## config.mk

```make
export PLATFORM = sky130hd
export DESIGN_NAME = ovrd_level_out
export DESIGN_NICKNAME = d
export VERILOG_FILES = /design/src/rtl/ovrd_pkg.sv /design/src/rtl/ovrd_sat.sv /design/src/rtl/ovrd_level_out.sv
export SDC_FILE = /design/constraint.sdc
export NUM_CORES = 2
export LEC_CHECK = 0
export CAP_MARGIN = 5
export CORE_UTILIZATION = 30
export DETAILED_ROUTE_END_ITERATION = 6
export RECOVER_POWER = 50
export SLEW_MARGIN = 25
export SYNTH_ARGS = -nofsm -noshare
export SYNTH_HDL_FRONTEND = slang
export SYNTH_HIERARCHICAL = 1
export SYNTH_SLANG_ARGS = --single-unit
export TNS_END_PERCENT = 50
```

## constraint.sdc

```tcl
create_clock -name clk -period 8.33 [get_ports clk]
set_input_delay 1.666 -clock clk [delete_from_list [all_inputs] [get_ports clk]]
set_output_delay 1.666 -clock clk [all_outputs]
set_load 0.01 [all_outputs]
```

## src/rtl/ovrd_pkg.sv

```systemverilog
// rtl/ovrd_pkg.sv - shared constants and sample type for the overdrive output level stage
package ovrd_pkg;

    localparam int FXP_SIZE          = 16;
    localparam int BITS_PER_VOL_FRAC = 8;
    localparam int RAMP_STEP         = 16;
    localparam int CLIP_CNT_W        = 16;

    typedef logic signed [FXP_SIZE-1:0] sample_t;

endpackage

```

## src/rtl/ovrd_sat.sv

```systemverilog
// rtl/ovrd_sat.sv - combinational two's complement saturation from in_w to out_w bits
module ovrd_sat #(
    parameter int in_w  = 49,
    parameter int out_w = 16
) (
    input  logic [in_w-1:0]  din,
    output logic [out_w-1:0] dout,
    output logic             clip
);

    logic [in_w-out_w:0] hi;

    // value fits when every bit from the output sign bit upward is a copy of the sign
    always_comb begin
        hi   = din[in_w-1:out_w-1];
        clip = !((hi == '0) || (hi == '1));
        if (clip) begin
            dout = din[in_w-1] ? {1'b1, {(out_w-1){1'b0}}} : {1'b0, {(out_w-1){1'b1}}};
        end else begin
            dout = din[out_w-1:0];
        end
    end

endmodule

```

## src/rtl/ovrd_level_out.sv

```systemverilog
// rtl/ovrd_level_out.sv - ramped master volume and saturation, two-stage pipeline; OVRD_LEVEL_OUT_CLIP_CNT_EN adds o_clip_cnt
module ovrd_level_out
    import ovrd_pkg::*;
#(
    parameter int fxp_size          = FXP_SIZE,
    parameter int bits_per_vol_frac = BITS_PER_VOL_FRAC,
    parameter int ramp_step         = RAMP_STEP
) (
    input  logic                    clk,
    input  logic                    rst,
    input  logic [2*fxp_size-1:0]   i_sample,
    input  logic                    i_valid,
    output logic                    o_ready,
    input  logic [fxp_size-1:0]     i_volume,
    output logic [fxp_size-1:0]     o_sample,
    output logic                    o_valid,
    input  logic                    i_ready
`ifdef OVRD_LEVEL_OUT_CLIP_CNT_EN
    ,
    output logic [CLIP_CNT_W-1:0]   o_clip_cnt
`endif
);

    localparam int PW = 3*fxp_size + 1;
    localparam logic [fxp_size:0] STEP = (fxp_size+1)'(ramp_step);

    logic                 s1_valid;
    logic                 s2_valid;
    logic                 s1_load;
    logic                 s2_load;
    logic                 in_xfer;
    logic signed [PW-1:0] s1_prod;
    logic signed [PW-1:0] prod_c;
    logic signed [PW-1:0] shifted;
    logic [fxp_size-1:0]  sat_out;
    logic                 sat_clip;
    logic [fxp_size-1:0]  cur_vol;
    logic [fxp_size-1:0]  next_vol;
    logic [fxp_size:0]    diff;

    assign o_valid = s2_valid;

    // pipeline advance: a stage loads when empty or when its contents move on
    always_comb begin
        s2_load = !s2_valid || i_ready;
        s1_load = !s1_valid || s2_load;
        o_ready = rst && s1_load;
        in_xfer = i_valid && o_ready;
    end

    // signed sample times unsigned volume, widened so the product never overflows
    always_comb begin
        prod_c = PW'($signed(i_sample)) * PW'($signed({1'b0, cur_vol}));
    end

    // ramp toward the target one bounded step, computed one bit wider so it cannot wrap
    always_comb begin
        next_vol = cur_vol;
        diff     = '0;
        if (cur_vol < i_volume) begin
            diff     = {1'b0, i_volume} - {1'b0, cur_vol};
            next_vol = (diff > STEP) ? fxp_size'({1'b0, cur_vol} + STEP) : i_volume;
        end else if (cur_vol > i_volume) begin
            diff     = {1'b0, cur_vol} - {1'b0, i_volume};
            next_vol = (diff > STEP) ? fxp_size'({1'b0, cur_vol} - STEP) : i_volume;
        end
    end

    // arithmetic shift floors toward minus infinity
    assign shifted = s1_prod >>> bits_per_vol_frac;

    ovrd_sat #(
        .in_w  (PW),
        .out_w (fxp_size)
    ) u_sat (
        .din  (shifted),
        .dout (sat_out),
        .clip (sat_clip)
    );

    // S1 product, S2 saturated output, and the applied volume (pre-update value scales the sample)
    always_ff @(posedge clk) begin
        if (!rst) begin
            s1_valid <= 1'b0;
            s2_valid <= 1'b0;
            s1_prod  <= '0;
            o_sample <= '0;
            cur_vol  <= '0;
        end else begin
            if (s1_load) begin
                s1_valid <= in_xfer;
                if (in_xfer) begin
                    s1_prod <= prod_c;
                end
            end
            if (s2_load) begin
                s2_valid <= s1_valid;
                if (s1_valid) begin
                    o_sample <= sat_out;
                end
            end
            if (in_xfer) begin
                cur_vol <= next_vol;
            end
        end
    end

`ifdef OVRD_LEVEL_OUT_CLIP_CNT_EN
    logic                  out_xfer;
    logic                  s2_clip;
    logic [CLIP_CNT_W-1:0] clip_cnt;

    assign out_xfer   = s2_valid && i_ready;
    assign o_clip_cnt = clip_cnt;

    // clip flag travels with the S2 sample; counted once when that sample leaves
    always_ff @(posedge clk) begin
        if (!rst) begin
            s2_clip  <= 1'b0;
            clip_cnt <= '0;
        end else begin
            if (s2_load && s1_valid) begin
                s2_clip <= sat_clip;
            end
            if (out_xfer && s2_clip && (clip_cnt != '1)) begin
                clip_cnt <= clip_cnt + 1'b1;
            end
        end
    end
`else
    logic clip_unused;
    assign clip_unused = sat_clip;
`endif

endmodule

```

==> qor.yml <==
clocking:
  clockBufferDepth: 2
  cts.htree.levels: 3
  clk_latency_ns: 0.34
  postCtsHoldBufs: 0
  cts_buffers: 9
  clock-root-buffer: "clkbuf_16"
  clock_sinks: 75
  cts.reportedPaths.clkPinSlew_ns: 0.06
  cts_tree: "done"
timing:
  fmax_ghz: 0.126
  tns_ns: 0
  rsz0062_at_grt: "false"
  relSlewSlack_pct: -77.8
  drv_slew: 56
  skew_ns: 0.00920
  worst_pin_slew_ns: 2.67
  finalCriticalPeriod_ns: 7.91
  hold_viol: 0
  fin_crit_sh_pct: 95.0
  finalSetupViolations: 0
placement:
  globalplace.congestion: 0.879
  place_area_um2: 25500
  io_buffers: 69
  hpwl_mm: 50.6
logic_synthesis:
  avgSynthCellArea_um2: 8.48
  syn_inst: 2733
  ys_warn_count: 6
  syn_area_um2: 23200
  syn_nets: 3422
floorplanning:
  core_um2: 76200
  fp.dieW_um: 280
  num_rows: 101
  start_util_pct: 30.4
  fp.dieH_um: 280
  dieArea_um2: 78400
  ios: 70
grt:
  grt_max_degree: 84
  grt-ovfl-total: 0
  grt_pass1_vias: 18900
  met2_usage_pct: 28.4
  grtUsageMet3_pct: 2.14
  grt_usage_pct: 16.3
  antenna_found_initial: 0
  grt_first_pass_wirelength_mm: 101
  grt_busiest_layer: "met2"
  grtUsageMet1_pct: 21.5
route:
  vias: 17700
  post_drt_wl_per_cell_um: 16.0
  wl_mm: 60.8
  first_pass_iters: 6
  drcViolationCount: 0
  final_antenna_net_count: 0
  avgViaCountPerCell: 4.66
  drtIter0Drc: 989
worst_hold_path:
  hp-class: "flop to flop"
  whs_path_depth: 2
layout:
  n_antenna_cell: 0
  most-common-layout-cells: "621 x inv_1, 488 x fa_1, 382 x nand2_1"
  final_common_cell: "inv_1"
  final.fill_count: 7994
  area_growth_pct: 11.4
  final_area_um2: 25800
  layout.nets: 3462
  drive_above_1_share_pct: 5.76
worst_setup_path:
  critPathCaptureType: "flop"
  crit_path_start_kind: "input port"
  cp_top_family: "adder cells"
  worst_path_most_repeated_cell: "fa_1"
  cp_max_fo: 10
  path_buf_inv: 7
  path_depth: 25
  slowest_stage: "clkdlybuf4s50_1"
  worstPathRequired_ns: 8.53
  worstSetupPathType: "input port to flop"
  cpPeakStageDelay_ns: 0.55
  cp.arrival_ns: 8.11
  reg2reg_depth: 24
run_status:
  violations: "capacitance limit, slew limit"
  status: "finished with violations"
run:
  max_cap_violations: 1
pwr:
  irDropWorstVdd_mv: 0.106
  leakagePower_nw: 12.5
  p_per_area_nw_per_um2: 153
[final timing paths]
kind,start,end,slack (ns)
setup / recovery,i_sample[7],s1_prod[36],0.42
hold / removal,o_sample[13],o_sample[13],0.45
setup reg to reg,cur_vol[6],s1_prod[47],1.34
hold reg to reg,o_sample[13],o_sample[13],0.45
[metrics by stage]
stage / worst slack [ns] / util [%] / hold slack [ns] / instances / power [mW]
finish: 0.418 / 33.9 / 0.451 / 3808 / 3.95
global route: 0.0330 / 33.9 / 0.481 / 3808 / 4.45
CTS: 0.378 / 33.9 / 0.458 / 3808 / 4.01
detailed placement: 0.00432 / 33.5 / 0.449 / 3792 / 3.58
global placement: 0.0375 / 33.5 / 0.445 / 3792 / 3.54
floorplan: 0.788 / - / 0.444 / 2733 / 2.68
[report_power, final]
part / internal (mW) / switching [mW]
Combinational: 1.28 / 1.72
Clock: 0.243 / 0.164
Sequential: 0.448 / 0.0937
Total: 1.97 / 1.98
[timing repair]
| action | 4_1_cts | 5_1_grt |
|---|---|---|
| buffers inserted | 0 | 0 |
| endpoints found under the setup margin | 0 | 1 |
| gates resized for setup | 0 | 1 |
[worst reg2reg max path, stage by stage (launching register included)]
cell and delay, ns:
dfxtp_1 0.79, buf_4 0.40, buf_4 0.20, and2_1 0.15
fa_1 0.41, inv_1 0.08, fa_1 0.43, fa_1 0.51
inv_1 0.05, fa_1 0.48, fa_1 0.52, inv_1 0.05
fa_1 0.48, inv_1 0.05, ha_1 0.39, nand2_1 0.18
nor4_1 0.50, o211ai_1 0.17, nand3_1 0.18, a211oi_1 0.12
buf_4 0.16, o211ai_1 0.20, a21oi_1 0.11, xor2_1 0.14
o21ai_0 0.16
[registers in the layout, indices dropped and copies added (netlist names)]
| register | count |
|---|---|
| s1_prod | 41 |
| cur_vol | 16 |
| o_sample | 16 |
| o_valid | 1 |
| s1_valid | 1 |
[layer usage]
layer | vias up | part of all wire [%]
met3 | 57 | 4.2
met2 | 376 | 49
met1 | 8921 | 45
met5 | - | 0
met4 | 0 | 1.8
li1 | 8382 | -
[area by class of cell]
type,instances,area [um2],share of cell area (%)
multi-input cells,1899,18800,72.8
well taps,1030,1290,4.99
clock inverters,6,71.3,0.276
clock buffers,10,239,0.926
flip-flops and latches,75,1510,5.83
inverters,622,2330,9.04
repair buffers,166,1600,6.18
No activity file was read; power rests on OpenSTA's default activity.
